<file path="src/rtl/prio_mask_decoder.sv">
// Run-time-loadable wildcard decoder: first-match priority table with care masks, registered outputs.
// Optional build macro PRIO_DECODE_HOLD_EN keeps out_code/out_flag/out_idx stable while in_valid is low.
module prio_mask_decoder #(
   parameter int unsigned DATA_W       = 3,
   parameter int unsigned ENTRIES      = 4,
   parameter int unsigned OUT_W        = 3,
   parameter int unsigned CNT_W        = 8,
   parameter int unsigned DEFAULT_CODE = 2,
   localparam int unsigned IDX_W       = $clog2(ENTRIES)
) (
   input  logic              clock,
   input  logic              reset,
   input  logic              cfg_we,
   input  logic [IDX_W-1:0]  cfg_idx,
   input  logic              cfg_en,
   input  logic [DATA_W-1:0] cfg_value,
   input  logic [DATA_W-1:0] cfg_care,
   input  logic [OUT_W-1:0]  cfg_code,
   input  logic              cfg_flag,
   input  logic              in_valid,
   input  logic [DATA_W-1:0] in_data,
   output logic              out_valid,
   output logic              out_hit,
   output logic [IDX_W-1:0]  out_idx,
   output logic [OUT_W-1:0]  out_code,
   output logic              out_flag,
   output logic [CNT_W-1:0]  miss_count
);

   typedef struct packed {
      logic              en;
      logic [DATA_W-1:0] value;
      logic [DATA_W-1:0] care;
      logic [OUT_W-1:0]  code;
      logic              flag;
   } entry_t;

   localparam logic [OUT_W-1:0] DEF_CODE = OUT_W'(DEFAULT_CODE);
   localparam logic [CNT_W-1:0] CNT_MAX  = {CNT_W{1'b1}};

   entry_t             tbl [ENTRIES];
   logic               match_hit;
   logic [IDX_W-1:0]   match_idx;
   logic [OUT_W-1:0]   match_code;
   logic               match_flag;

   // Table write; out-of-range indices match no entry and are dropped.
   always_ff @(posedge clock) begin
      if (reset) begin
         for (int i = 0; i < int'(ENTRIES); i++) tbl[i] <= '0;
      end else if (cfg_we) begin
         for (int i = 0; i < int'(ENTRIES); i++)
            if (cfg_idx == IDX_W'(i))
               tbl[i] <= '{en: cfg_en, value: cfg_value, care: cfg_care,
                           code: cfg_code, flag: cfg_flag};
      end
   end

   // Scan from the top so the lowest matching index is the last one written.
   always_comb begin
      match_hit  = 1'b0;
      match_idx  = '0;
      match_code = DEF_CODE;
      match_flag = 1'b0;
      for (int i = int'(ENTRIES) - 1; i >= 0; i--) begin
         if (tbl[i].en && (((in_data ^ tbl[i].value) & tbl[i].care) == '0)) begin
            match_hit  = 1'b1;
            match_idx  = IDX_W'(i);
            match_code = tbl[i].code;
            match_flag = tbl[i].flag;
         end
      end
   end

   always_ff @(posedge clock) begin
      if (reset) begin
         out_valid  <= 1'b0;
         out_hit    <= 1'b0;
         out_idx    <= '0;
         out_code   <= '0;
         out_flag   <= 1'b0;
         miss_count <= '0;
      end else if (in_valid) begin
         out_valid <= 1'b1;
         out_hit   <= match_hit;
         out_idx   <= match_idx;
         out_code  <= match_code;
         out_flag  <= match_flag;
         if (!match_hit && miss_count != CNT_MAX)
            miss_count <= miss_count + CNT_W'(1);
      end else begin
         out_valid <= 1'b0;
         out_hit   <= 1'b0;
`ifndef PRIO_DECODE_HOLD_EN
         out_idx   <= '0;
         out_code  <= DEF_CODE;
         out_flag  <= 1'b0;
`endif
      end
   end

endmodule

</file>
<file path="config.mk">
export PLATFORM = sky130hd
export DESIGN_NAME = prio_mask_decoder
export DESIGN_NICKNAME = d
export VERILOG_FILES = /design/src/rtl/prio_mask_decoder.sv
export SDC_FILE = /design/constraint.sdc
export NUM_CORES = 1
export LEC_CHECK = 0
export CAP_MARGIN = 25
export CORE_UTILIZATION = 50
export CTS_CLUSTER_DIAMETER = 80
export CTS_CLUSTER_SIZE = 8
export DETAILED_ROUTE_END_ITERATION = 6
export GPL_TIMING_DRIVEN = 0
export PLACE_DENSITY_LB_ADDON = 0.08
export REMOVE_ABC_BUFFERS = 1
export SLEW_MARGIN = 5
export SYNTH_ARGS = -nofsm -noshare
export SYNTH_HDL_FRONTEND = slang
export SYNTH_SLANG_ARGS = --single-unit
export TNS_END_PERCENT = 5
</file>
<file path="constraint.sdc">
create_clock -name clock -period 2.25 [get_ports clock]
set_clock_uncertainty 0.1 [all_clocks]
set_input_delay 0.225 -clock clock [delete_from_list [all_inputs] [get_ports clock]]
set_output_delay 0.225 -clock clock [all_outputs]
set_load 0.02 [all_outputs]
</file>
==> impl_results.rst, run 1 <==
.. list-table::
   :header-rows: 1

   * - Metric
     - Value
   * - Total number of H-tree levels
     - 3
   * - Initial standard-cell utilization of the core
     - around 54%
   * - Clock slew seen by the registers of the worst setup and hold paths
     - around 70 ps
   * - NumNets Final
     - around 290
   * - VDD IR-drop max
     - roughly 0.42 mV
   * - Clock tree sinks
     - 60
   * - Commonest register cell after synthesis
     - edfxtp_1
   * - Post-route clock period utilization
     - just under 100%
   * - Ant diodes
     - 0
   * - Number of warning messages in the yosys log
     - 0
   * - Data arrival, critical path
     - around 2300 ps
   * - Number of nets with antenna violations after routing
     - 0
   * - Maximum number of pins on one net before global-route repair
     - 21
   * - Area enclosed by the die boundary
     - ~5500 sq um
   * - Number of standard-cell rows in the floorplan
     - 25
   * - Number of synthesized register bits
     - 60
   * - Distinct cell type count after synthesis
     - 37
   * - Max Root-Sink Buffers
     - 2
   * - CTS tree
     - yes
   * - Half-perimeter wire length of the detailed placement result
     - about 3.3 mm
   * - Number of global-route vias before repair
     - around 1700
   * - Clock share of power
     - around 38%
   * - Last weighted congestion value of the routability-driven placer
     - between 0.7 and 0.8
   * - Area occupied by registers
     - around 1600 sq um
   * - Path class of the lowest-slack min-delay path
     - reg -> reg
   * - Boundary Pins
     - 36
   * - Final total negative setup slack
     - 0 ps
   * - Worst-case hold slack
     - between 400 and 500 ps
   * - RSZ-0062 raised after global routing
     - yes
   * - Psw
     - roughly 0.6 mW
   * - Time the final worst path needs with I/O delays and setup
     - between 2000 and 2500 ps
   * - Worst-path maximum fanout
     - 5
   * - Mean area per synthesized cell
     - 12.3 sq um
   * - PnR worst setup slack
     - roughly 90 ps
   * - Core Util, Final
     - about 69%
   * - Category of the critical setup timing path
     - reg -> reg
   * - Worst Setup Slack post-DPL
     - -476 ps
   * - Static power due to leakage
     - around 1.3 nW
   * - Nature of the critical path startpoint
     - flop
   * - Total global-route track usage
     - between 20% and 30%
   * - Max-cap violations
     - 0
   * - Most common cell after layout, fill and taps aside
     - and2_1
   * - Transition time at the pin with the least slew margin
     - between 600 and 700 ps
   * - Floorplan die height
     - approximately 74 um
   * - 1st-iter DRT viols
     - 71
   * - Vias per cell
     - about 5.2
   * - Top library cells by usage in the layout, fill and taps aside
     - and2_1 (45), edfxtp_1 (44), clkdlybuf4s50_1 (32), dfxtp_1 (16), nor2_1 (13)
   * - Root buf cell
     - clkbuf_8
   * - Switching part of the total power
     - between 20% and 30%
   * - Placeable core region
     - around 5000 sq um
   * - Combined area of the multi-input logic cells
     - about 950 sq um
   * - DR pass1 iterations
     - 4
   * - Worst slew margin relative to its limit
     - between 50% and 60%
   * - Grt total ovfl
     - 0
   * - Wire length of the first global-routing pass
     - between 8 and 9 mm
   * - Fraction of synthesis flops using an asynchronous set or reset pin
     - 0%
   * - Cell area after synthesis
     - 2620 sq um
   * - Input/output buffers
     - 35
   * - Via Count
     - about 1700
   * - Die W
     - 74.3 um
   * - Total length of routed wires
     - roughly 4.9 mm
   * - Number of enable-type register cells in the synthesized netlist
     - 44
   * - Critical Path Sink Type
     - flop
   * - Final count of pins violating max slew
     - 0
   * - Antenna violations before repair
     - 0
   * - Overall power after layout
     - 2.57 mW
   * - Number of endpoints failing setup at the final stage
     - 0
   * - Highest Clock Rate
     - ~0.46 GHz
   * - Result of the run
     - finished clean
   * - Internal Dissipation
     - between 1.5 and 2 mW
   * - Required time of the worst setup path
     - roughly 2400 ps
   * - Average detailed-routed wire length per instance
     - ~15 um
   * - Proportion of power drawn by flip-flops and latches
     - 50.2%
   * - Fraction of the yosys area taken by sequential cells
     - a little over three fifths
   * - Fraction of layout instances using a drive strength above 1
     - ~15%
   * - Power share of the combinational group
     - around an eighth
   * - Final-report hold violation count
     - 0
   * - Number of buffers created by CTS
     - 9
   * - Area delta synth->final
     - 27.9%
   * - Power density cells
     - roughly 770 nW/um^2
   * - DRC violation count after routing
     - 0
   * - Post-synthesis cell count
     - 213
   * - Fillers
     - roughly 380
   * - Clock Latency Late Sink
     - approximately 330 ps
[worst paths after layout]
path / startpoint / to / slack (ps) / depth (start not counted)
min reg2reg: miss_count[6] / miss_count[6] / 420 / 2
max: tbl[1][9] / miss_count[6] / 90 / 6
min: miss_count[6] / miss_count[6] / 420 / 2
max reg2reg: tbl[1][9] / miss_count[6] / 90 / 6
[critical path: stages (launching register included)]
cell      delay [ps]
edfxtp_1         380
xor2_1           190
a22oi_2          110
a32o_2           320
or4_1            540
or3_1            320
a21oi_1          140
[power by group through the flow]
stage,Combinational [mW],Clock (mW),Sequential [mW]
after floorplan,0.136,0,1.33
after global placement,0.272,0,1.31
after detailed placement,0.279,0,1.31
after CTS,0.279,0.982,1.29
after global routing,0.344,1.04,1.30
final,0.313,0.968,1.29
[sequential cells by signal (all words and copies together), names as in the netlist]
register / cells
miss_count: 8
out_idx: 2
out_flag: 1
out_hit: 1
tbl: 44
out_code: 3
out_valid: 1
[layout make-up]
class                      instances  area share, %
sequential                        60           49.1
multi-input combinational        138           28.3
timing repair buffer              47           13.0
clock buffer                      14           5.83
tap                               67           2.51
inverter                           8          0.898
clock inverter                     2          0.374
[per-layer routing]
layer | vias up | GRT usage (%) | part of all wire [%]
met5 | - | 0 | 0
met4 | 0 | 11.1 | 2.1
li1 | 862 | - | -
met3 | 11 | 7.05 | 5.3
met2 | 49 | 33.1 | 49
met1 | 816 | 25.6 | 43
[kinds of logic after synthesis]
group / Yosys count / synth area share (%)
AOI/OAI and AO/OA: 31 / 9.28
muxes: 3 / 1.24
DFF: 60 / 62.7
xor gates and xnor gates: 13 / 4.35
and+or+nand+nor: 90 / 19.8
adders and majority gates: 1 / 0.478
buffers and inverters: 15 / 2.15
[what timing repair did]
action                                  CTS  global route
resized for setup                         3             9
endpoints found under the setup margin    7             9
pin swaps                                 0             4
hold buffers                              0             0
setup buffers                             0             6
[cells in the mapped netlist (4+ instances only)]
cell / n / area share, %
a221oi_1: 4 / 1.3
and2_1: 45 / 11
and3_1: 4 / 0.96
clkbuf_1: 7 / 1.0
dfxtp_1: 16 / 12
edfxtp_1: 44 / 51
inv_1: 8 / 1.1
nand2_1: 9 / 1.3
nand2b_1: 4 / 0.96
nor2_1: 13 / 1.9
o21bai_1: 4 / 1.1
xor2_1: 12 / 4.0
[metrics by stage]
step	instance area (sq um)	cells
global placement	3020	308
finish	3350	336
global route	3350	336
floorplan	2590	206
detailed placement	3040	311
CTS	3250	327
Power figures use the tool's default switching activity.
==> inputs of run 2 (changes only) <==
Settings changed: CORE_MARGIN set to 1.5.
==> run 2 against run 1 <==
  * Setup slack lost 3.7 ps
  * Combinational power fell by 4%
  * Design area fell by 2.7%
  * First-iteration DRC count down 18%
  * Power shrank 7.9%
  * Utilization is 4.4 points lower
  * Via count shrank 0.17%
  * Non-clock buffer count fell by 4
  * Critical endpoint unchanged
==> impl_results.rst, run 2 (synthesized netlist as in run 1, its figures left out) <==
.. list-table::
   :header-rows: 1

   * - Metric
     - Value
   * - Result of the run
     - finished clean
   * - Number of standard-cell rows in the floorplan
     - 26 (+4.0%)
   * - Clock Latency Late Sink
     - 330 ps (about the same)
   * - Highest Clock Rate
     - 0.462 GHz (-0.17%)
   * - Last weighted congestion value of the routability-driven placer
     - 0.722 (-1.3%)
   * - Antenna violations before repair
     - 0 (unchanged)
   * - Input/output buffers
     - 35 (unchanged)
   * - Chain of cells forming the critical path
     - xor2_1, a22oi_1, a32o_2, or4_4, or3_1, a21oi_1
   * - Ant diodes
     - 0 (unchanged)
   * - Number of nets with antenna violations after routing
     - 0 (unchanged)
   * - Path class of the lowest-slack min-delay path
     - reg -> reg
   * - Die W
     - 75.3 um (+1.3%)
   * - Vias per cell
     - 5.18 (+0.13%)
   * - Placed standard-cell area
     - 3050 sq um (+0.21%)
   * - Time the final worst path needs with I/O delays and setup
     - 2170 ps (+3.74 ps)
   * - Static power due to leakage
     - 1.21 nW (-3.9%)
   * - Register with the most flip-flops
     - tbl
   * - DRC violation count after routing
     - 0 (unchanged)
   * - Nature of the critical path startpoint
     - flop
   * - Boundary Pins
     - 36 (unchanged)
   * - Bufs and invs on worst path
     - 0 (unchanged)
   * - Area delta synth->final
     - 24.4%
   * - Most common cell after layout, fill and taps aside
     - and2_1
   * - Average detailed-routed wire length per instance
     - 14.3 um (-2.4%)
   * - 1st-iter DRT viols
     - 58 (-18%)
   * - Number of global-route vias before repair
     - 1679 (-0.36%)
   * - Final-report hold violation count
     - 0 (unchanged)
   * - Root buf cell
     - clkbuf_8
   * - Data arrival, critical path
     - 2320 ps (about the same)
   * - Number of standard cells in the layout, taps in and fillers out
     - 335 (-0.30%)
   * - Worst slew margin relative to its limit
     - 58.4% (+3.4 points)
   * - Post-route clock period utilization
     - 96.3% (+0.17 points)
   * - Floorplan die height
     - 75.3 um (+1.3%)
   * - Area enclosed by the die boundary
     - 5680 sq um (+2.7%)
   * - Half-perimeter wire length of the detailed placement result
     - 3.33 mm (-0.43%)
   * - Wire length of the first global-routing pass
     - 7.83 mm (-2.5%)
   * - Max Root-Sink Buffers
     - 2 (unchanged)
   * - Top library cells by usage in the layout, fill and taps aside
     - and2_1 (45), edfxtp_1 (44), clkdlybuf4s50_1 (32), dfxtp_1 (16), nor2_1 (13)
   * - Critical Path Sink Type
     - flop
   * - Fraction of layout instances using a drive strength above 1
     - 12.5% (-2.8 points)
   * - Number of endpoints failing setup at the final stage
     - 0 (unchanged)
   * - Registers with the highest flip-flop counts
     - tbl: 44 flops, miss_count: 8 flops, out_code: 3 flops
   * - Transition time at the pin with the least slew margin
     - 622 ps (-50.6 ps)
   * - Initial standard-cell utilization of the core
     - 51.6% (-2.1 points)
   * - Final count of pins violating max slew
     - 0 (unchanged)
   * - Cell total after placement
     - 314 (+0.96%)
   * - Worst-path maximum fanout
     - 5 (unchanged)
   * - Overall power after layout
     - 2.37 mW (-7.9%)
   * - Required time of the worst setup path
     - 2400 ps (about the same)
   * - Max stage delay cell, worst path
     - or4_4
   * - NumNets Final
     - 281 (-1.4%)
   * - VDD IR-drop max
     - 0.400 mV (-5.8%)
   * - Power density cells
     - 727 nW/um^2 (-5.4%)
   * - Grt total ovfl
     - 0 (unchanged)
   * - Number of buffers created by CTS
     - 9 (unchanged)
   * - Final Cell Area
     - 3260 sq um (-2.7%)
   * - DR pass1 iterations
     - 5 (+1)
   * - Flip-flop count of the largest register after layout
     - 44 (unchanged)
   * - Via Count
     - 1735 (-0.17%)
   * - Maximum number of pins on one net before global-route repair
     - 21 (unchanged)
   * - Category of the critical setup timing path
     - reg -> reg
   * - Clock slew seen by the registers of the worst setup and hold paths
     - 60 ps (about the same)
   * - Core Util, Final
     - 64.2% (-4.4 points)
   * - Hold-fix buffers at CTS
     - 0 (unchanged)
   * - CTS tree
     - yes
   * - Stage delay of the slowest cell on the critical path
     - 540 ps (about the same)
   * - Max-cap violations
     - 0 (unchanged)
   * - Worst-case hold slack
     - 416 ps (-3.58 ps)
   * - Total global-route track usage
     - 19.7% (-1.3 points)
   * - Clock tree sinks
     - 60 (unchanged)
   * - Total length of routed wires
     - 4.80 mm (-2.7%)
   * - Placeable core region
     - 5070 sq um (+4.0%)
   * - CP top delay family
     - simple AND/OR/NAND/NOR gates
   * - Total number of H-tree levels
     - 3 (unchanged)
run 2: cell types whose count changed in the layout (fill, tap and decap cells not counted), moves of 2 or more:
cell	delta
buf_4	-4
clkbuf_1	+2
clkbuf_16	-2
xor2_1	+2
xor2_2	-2
run 2: final timing paths:
path | slack [ps] | cells past startpoint | start | endpoint
setup reg to reg | 80 | 6 | tbl[1][7] | miss_count[6]
hold reg to reg | 420 | 2 | miss_count[6] | miss_count[6]
setup / recovery | 80 | 6 | tbl[1][7] | miss_count[6]
hold / removal | 420 | 2 | miss_count[6] | miss_count[6]
run 2: metrics by stage:
stage	setup WS (ps)	TNS, ps
after floorplan	99.6	0
after global placement	-468	-8910
after detailed placement	-479	-6750
after CTS	8.74	0
after global routing	-2.79	-2.79
final	84.3	0
run 2: power by group:
part / internal (mW) / switching [mW] / total [mW]
combinational: 0.136 / 0.164 / 0.299
clock: 0.395 / 0.383 / 0.778
sequential: 1.26 / 0.0267 / 1.29
run 2: area by class of cell:
class	instances	area [sq um]
Tap cell	70	87.6
Sequential cell	60	1640
Timing Repair Buffer	43	404
Multi-Input combinational cell	138	937
Clock buffer	13	139
Fill cell	434	1820
Clock inverter	3	16.3
Inverter	8	30.0
run 2: worst register-to-register path: stages (launching register included):
cell and delay, ps:
edfxtp_1 380, xor2_1 160, a22oi_1 110, a32o_2 340, or4_4 540, or3_1 310, a21oi_1 130
run 2: timing repair:
action / in CTS / in global routing
gates resized for setup: 3 / 8
setup endpoints to repair: 7 / 8
pin swaps: 0 / 3
setup buffers: 0 / 2
run 2: layer usage:
layer	vias to the layer above	share of wire (%)	global-route usage (%)
met3	12	3.6	4.10
met1	818	44	23.5
met2	46	50	32.5
met4	0	2.9	12.7
li1	859	-	-
met5	-	0	0
